--- config.mk ---
export PLATFORM = sky130hd
export DESIGN_NAME = regmem_arbiter
export DESIGN_NICKNAME = d
export VERILOG_FILES = /design/src/rtl/regmem_pkg.sv /design/src/rtl/rr_arbiter2.sv /design/src/rtl/regmem_arbiter.sv
export SDC_FILE = /design/constraint.sdc
export NUM_CORES = 1
export LEC_CHECK = 0
export BUFFER_PORTS_ARGS = -buffer_cell sky130_fd_sc_hd__buf_2
export CAP_MARGIN = 20
export CORE_UTILIZATION = 40
export CTS_BUF_LIST = sky130_fd_sc_hd__clkbuf_4 sky130_fd_sc_hd__clkbuf_8 sky130_fd_sc_hd__clkbuf_16
export CTS_CLUSTER_DIAMETER = 200
export CTS_CLUSTER_SIZE = 25
export DETAILED_ROUTE_END_ITERATION = 10
export PLACE_DENSITY = 0.68
export SETUP_SLACK_MARGIN = 0.4
export SLEW_MARGIN = 20
export SYNTH_ARGS = -nofsm -noshare
export SYNTH_HDL_FRONTEND = slang
export SYNTH_HIERARCHICAL = 1
export SYNTH_SLANG_ARGS = --single-unit
--- constraint.sdc ---
create_clock -name clk -period 2.45 [get_ports clk]
set_input_delay 0 -clock clk [delete_from_list [all_inputs] [get_ports clk]]
set_output_delay 0 -clock clk [all_outputs]
set_load 0.02 [all_outputs]
--- src/rtl/regmem_pkg.sv ---
// Shared opcode constants and FSM state encoding for the register/memory
// interface controller.
package regmem_pkg;

  localparam logic [1:0] OP_WR_DATA = 2'd0;
  localparam logic [1:0] OP_REG2MEM = 2'd1;
  localparam logic [1:0] OP_MEM2REG = 2'd2;
  localparam logic [1:0] OP_MEM2OUT = 2'd3;
  // Reading memory to data_out is harmless, so it doubles as the bus idle value.
  localparam logic [1:0] OP_IDLE    = OP_MEM2OUT;

  localparam int CNT_W = 4;

  typedef enum logic [1:0] {
    IDLE  = 2'd0,
    ISSUE = 2'd1,
    RESP  = 2'd2
  } state_t;

endpackage

--- src/rtl/rr_arbiter2.sv ---
// Two-requester round-robin grant. The last winner is remembered only when
// the grant is actually consumed (en).
module rr_arbiter2 (
  input  logic       clk,
  input  logic       rst_n,
  input  logic [1:0] req,
  input  logic       en,
  output logic [1:0] gnt
);

  logic last_grant;

  always_comb begin
    gnt = req;
    if (req[0] && req[1]) begin
      gnt = last_grant ? 2'b01 : 2'b10;
    end
  end

  // Reset to 1 so requester 0 wins the first tie.
  always_ff @(posedge clk or negedge rst_n) begin
    if (!rst_n) begin
      last_grant <= 1'b1;
    end else if (en) begin
      last_grant <= gnt[1];
    end
  end

endmodule

--- src/rtl/regmem_arbiter.sv ---
// Two-port front end for the register/memory interface: arbitrates commands,
// holds each one on the interface for HOLD_CYC cycles, then pulses a completion.
//
// state | meaning
// IDLE  | idle command on bus, granted requester sees ready
// ISSUE | latched command driven on bus, hold counter running
// RESP  | one-cycle completion, bus back to idle command
module regmem_arbiter
  import regmem_pkg::*;
#(
  parameter int DATA_W   = 4,
  parameter int ADDR_W   = 4,
  parameter int HOLD_CYC = 2
) (
  input  logic              clk,
  input  logic              rst_n,
  input  logic              req0_valid,
  output logic              req0_ready,
  input  logic [1:0]        req0_opcode,
  input  logic [ADDR_W-1:0] req0_reg_adrs,
  input  logic [ADDR_W-1:0] req0_mem_adrs,
  input  logic [DATA_W-1:0] req0_data,
  input  logic              req1_valid,
  output logic              req1_ready,
  input  logic [1:0]        req1_opcode,
  input  logic [ADDR_W-1:0] req1_reg_adrs,
  input  logic [ADDR_W-1:0] req1_mem_adrs,
  input  logic [DATA_W-1:0] req1_data,
  output logic [1:0]        if_opcode,
  output logic [ADDR_W-1:0] if_reg_adrs,
  output logic [ADDR_W-1:0] if_mem_adrs,
  output logic [DATA_W-1:0] if_data_in,
  input  logic [DATA_W-1:0] if_data_out,
  output logic              rsp_valid,
  output logic              rsp_id,
  output logic [DATA_W-1:0] rsp_data,
  output logic              busy
);

  localparam logic [CNT_W-1:0] HOLD_LOAD = CNT_W'(HOLD_CYC - 1);

  state_t            state_q, state_d;
  logic [CNT_W-1:0]  cnt_q;
  logic [1:0]        op_q;
  logic [ADDR_W-1:0] reg_adrs_q;
  logic [ADDR_W-1:0] mem_adrs_q;
  logic [DATA_W-1:0] data_q;
  logic              id_q;
  logic [DATA_W-1:0] rsp_data_q;
  logic [1:0]        gnt;
  logic              in_idle;
  logic              hs;
  logic              sel;

  assign in_idle    = (state_q == IDLE);
  assign req0_ready = in_idle && gnt[0];
  assign req1_ready = in_idle && gnt[1];
  assign hs         = (req0_valid && req0_ready) || (req1_valid && req1_ready);
  assign sel        = gnt[1];
  assign rsp_data   = rsp_data_q;

  rr_arbiter2 u_rr (
    .clk   (clk),
    .rst_n (rst_n),
    .req   ({req1_valid, req0_valid}),
    .en    (hs),
    .gnt   (gnt)
  );

  always_ff @(posedge clk or negedge rst_n) begin
    if (!rst_n) begin
      state_q <= IDLE;
    end else begin
      state_q <= state_d;
    end
  end

  always_comb begin
    state_d     = state_q;
    if_opcode   = OP_IDLE;
    if_reg_adrs = '0;
    if_mem_adrs = '0;
    if_data_in  = '0;
    rsp_valid   = 1'b0;
    rsp_id      = 1'b0;
    busy        = 1'b1;
    case (state_q)
      IDLE: begin
        busy = 1'b0;
        if (hs) state_d = ISSUE;
      end
      ISSUE: begin
        if_opcode   = op_q;
        if_reg_adrs = reg_adrs_q;
        if_mem_adrs = mem_adrs_q;
        if_data_in  = data_q;
        if (cnt_q == '0) state_d = RESP;
      end
      RESP: begin
        rsp_valid = 1'b1;
        rsp_id    = id_q;
        state_d   = IDLE;
      end
      default: state_d = IDLE;
    endcase
  end

  // Command capture, hold countdown and last-cycle response sample.
  always_ff @(posedge clk or negedge rst_n) begin
    if (!rst_n) begin
      cnt_q      <= '0;
      op_q       <= OP_IDLE;
      reg_adrs_q <= '0;
      mem_adrs_q <= '0;
      data_q     <= '0;
      id_q       <= 1'b0;
      rsp_data_q <= '0;
    end else if (hs) begin
      cnt_q      <= HOLD_LOAD;
      op_q       <= sel ? req1_opcode   : req0_opcode;
      reg_adrs_q <= sel ? req1_reg_adrs : req0_reg_adrs;
      mem_adrs_q <= sel ? req1_mem_adrs : req0_mem_adrs;
      data_q     <= sel ? req1_data     : req0_data;
      id_q       <= sel;
    end else if (state_q == ISSUE) begin
      if (cnt_q == '0) begin
        rsp_data_q <= if_data_out;
      end else begin
        cnt_q <= cnt_q - 1'b1;
      end
    end
  end

endmodule

==> flow_metrics.py <==
metrics = {
    "place": {
        "dp_cells": 217,
        "gp_congestion": 0.788,
        "post-dp-hpwl_um": 2100,
        "port_buffers": 58,
    },
    "logic_synthesis": {
        "synth_area_um2": 1460,
        "ys.flop_type": "dfrtp_1",
        "syn_avg_cell_area_um2": 12.6,
        "synthesis.nets": 153,
        "async_flop_share": 1.00,
        "synthDistinctLibCells": 29,
        "synth_compound_area_frac": 0.0539,
        "synth_mux_area_frac": 0.285,
        "synth_xor_area_frac": 0,
        "synthSimpleGateAreaFrac": 0.157,
        "synth_seq_area_share": 0.447,
        "synth_fa_ha_area_frac": 0.00855,
        "synth_top_family_by_area": "multiplexers",
        "synth_edf_count": 0,
        "synth-seq-cells": 26,
        "synthCells": 116,
        "yosysWarnings": 6,
    },
    "clocking": {
        "post_cts_resize_count": 0,
        "cts_root_buf": "clkbuf_4",
        "cts_buffer_depth": 2,
        "clkSinkCount": 26,
        "clock_latency_ns": 0.31,
        "cts_buffers": 3,
        "ctsHoldBuffers": 5,
        "htree_levels": 1,
        "clk_pin_slew_ns": 0.14,
        "cts_setup_buffers": 0,
        "cts_tree": "done",
    },
    "floorplanning": {
        "die_x_um": 62.5,
        "die_h_um": 62.5,
        "ios": 59,
        "dieArea_um2": 3900,
        "initial_core_util": 0.428,
        "coreArea_um2": 3420,
        "fp-row-count": 21,
    },
    "timing": {
        "relSlewSlack": 0.625,
        "tightestPinTransition_ns": 0.563,
        "maxSlewViolCount": 0,
        "fin_crit_sh": 0.797,
        "setup-violations-final": 0,
        "report.final.hold_viol_count": 0,
        "finalClockSkew_ns": 0.0137,
        "tns_ns": 0,
        "rsz0062_at_grt": "false",
        "timing.fmax_mhz": 512,
        "fin_crit_ns": 1.95,
    },
    "worst_setup_path": {
        "cp-start-kind": "register",
        "critPathSlowestCell": "dfstp_2",
        "arrival_ns": 2.15,
        "path_depth": 6,
        "crit_buf_inv": 2,
        "path_max_fanout": 16,
        "cp_top_family": "flip-flops",
        "crit_type": "register to register",
        "worstPathCellList": "inv_1 -> a21boi_0 -> a22oi_4 -> nand2b_4 -> inv_6 -> mux2_2",
        "worstPathRequired_ns": 2.65,
        "rr_worst_depth": 6,
        "end_kind": "register",
        "cp_slowest_stage_delay_ns": 0.58,
    },
    "power": {
        "internal-power_mw": 1.30,
        "p_clk_frac": 0.089,
        "peakVddDrop_mv": 0.418,
        "p_seq_frac": 0.372,
        "p_comb_frac": 0.539,
        "p_switching_uw": 862,
        "switching_share": 0.399,
        "leakage_nw": 0.930,
        "power_density_nw_per_um2": 1160,
    },
    "global_route": {
        "track_usage": 0.161,
        "grt_pass1_wl_um": 5020,
        "grt_overflow_total": 0,
        "grt_pass1_vias": 1143,
        "grt_max_degree": 27,
        "antenna_found_initial": 0,
    },
    "final_layout": {
        "antenna_cells": 0,
        "area_growth_syn_to_layout_pct": 27.0,
        "fin_cells": 226,
        "nets": 218,
        "layout_commonest_cell": "buf_2",
        "final_cell_mix": "58 x buf_2, 25 x mux2_2, 23 x dfrtp_1",
        "layout-drive-gt1-share": 0.594,
    },
    "status": {
        "status": "finished, final reports clean",
    },
    "routing": {
        "postRouteAntennaNets": 0,
        "dr.pass1.iters": 4,
        "via_count": 1071,
        "drtIter0Drc": 21,
        "wl_um": 2800,
        "viasPerCell": 4.74,
        "post-route-drc-count": 0,
        "routedWlPerCell_um": 12.4,
    },
    "hold_path": {
        "hold_path_class": "primary input to register",
        "min_path_cells": 3,
    },
    "run": {
        "cap_violations": 0,
    },
}
==> path summary, 6_finish.rpt <==
check                                            startpoint  slack (ns)                   endpoint
worst max-delay path            u_rr/last_grant$_DFFE_PN1P_        0.50  mem_adrs_q[3]$_DFFE_PN0P_
worst min-delay path                       req0_mem_adrs[1]        0.04  mem_adrs_q[1]$_DFFE_PN0P_
worst max register to register  u_rr/last_grant$_DFFE_PN1P_        0.50  mem_adrs_q[3]$_DFFE_PN0P_
worst min register to register      rsp_data[0]$_DFFE_PN0P_        0.52    rsp_data[0]$_DFFE_PN0P_
max in group asynchronous                             rst_n        1.87        op_q[1]$_DFFE_PN1P_
min in group asynchronous                             rst_n        0.20  reg_adrs_q[0]$_DFFE_PN0P_
==> state kept, by name, indices dropped and copies added, names as in the netlist <==
signal / count
rsp_data: 4
cnt_q: 4
u_rr/last_grant: 1
state_q: 2
mem_adrs_q: 4
data_q: 4
reg_adrs_q: 4
op_q: 2
id_q: 1
==> per-stage QoR <==
stage	setup WS [ns]	util	total power [mW]	hold WS (ns)	area, um^2
after CTS	0.490	0.544	2.18	0.0388	1860
after detailed placement	0.508	0.521	1.98	0.0315	1780
after global placement	0.573	0.521	1.95	0.0233	1780
after global routing	0.408	0.544	2.34	0.0220	1860
final	0.497	0.544	2.16	0.0388	1860
after floorplan	0.609	-	1.68	-0.296	1460
==> worst min-delay path: cells and delay by family <==
| kind | cells | cell delay, ns |
|---|---|---|
| multiplexers | 2 | 0.26 |
| buffers and inverters | 1 | 0.07 |
==> final cells by class <==
type                       count  area (um^2)
clock buffer                   4         30.0
fill                         311         1560
inverter                       7         31.3
multi-input combinational     79          737
sequential                    26          654
tap                           46         57.6
timing repair buffer          64          348
==> cells by family (layout without fill, tap and decap cells) <==
family | Yosys count | in the layout
AOI/OAI and AO/OA | 10 | 10
buffers and inverters | 11 | 75
adders and majority gates | 1 | 1
and+or+nand+nor | 34 | 34
DFF | 26 | 26
muxes | 34 | 34
==> synth_stat cells, types with 3 or more instances <==
| cell | n | area share |
|---|---|---|
| or3_1 | 3 | 0.013 |
| and2_1 | 15 | 0.064 |
| nand2b_1 | 3 | 0.013 |
| mux2_2 | 25 | 0.19 |
| nand3_1 | 5 | 0.017 |
| mux2_4 | 9 | 0.092 |
| inv_1 | 6 | 0.015 |
| o21ai_0 | 5 | 0.017 |
| dfrtp_1 | 23 | 0.39 |
| dfstp_2 | 3 | 0.054 |
==> routing by layer <==
metal | wire, um | GRT usage | up-vias
met5 | 0 | 0 | -
met4 | 15 | 0.0436 | 0
met3 | 120 | 0.0274 | 2
met2 | 1350 | 0.288 | 31
met1 | 1310 | 0.198 | 507
li1 | - | - | 531
==> power groups by stage <==
stage,Combinational (mW),Clock [mW],Sequential (mW)
2_1_floorplan,0.865,0,0.810
3_3_place_gp,1.15,0,0.803
3_5_place_dp,1.18,0,0.804
4_1_cts,1.18,0.200,0.802
5_1_grt,1.28,0.221,0.834
6_report,1.16,0.192,0.805
(Power assumes the default switching activity.)
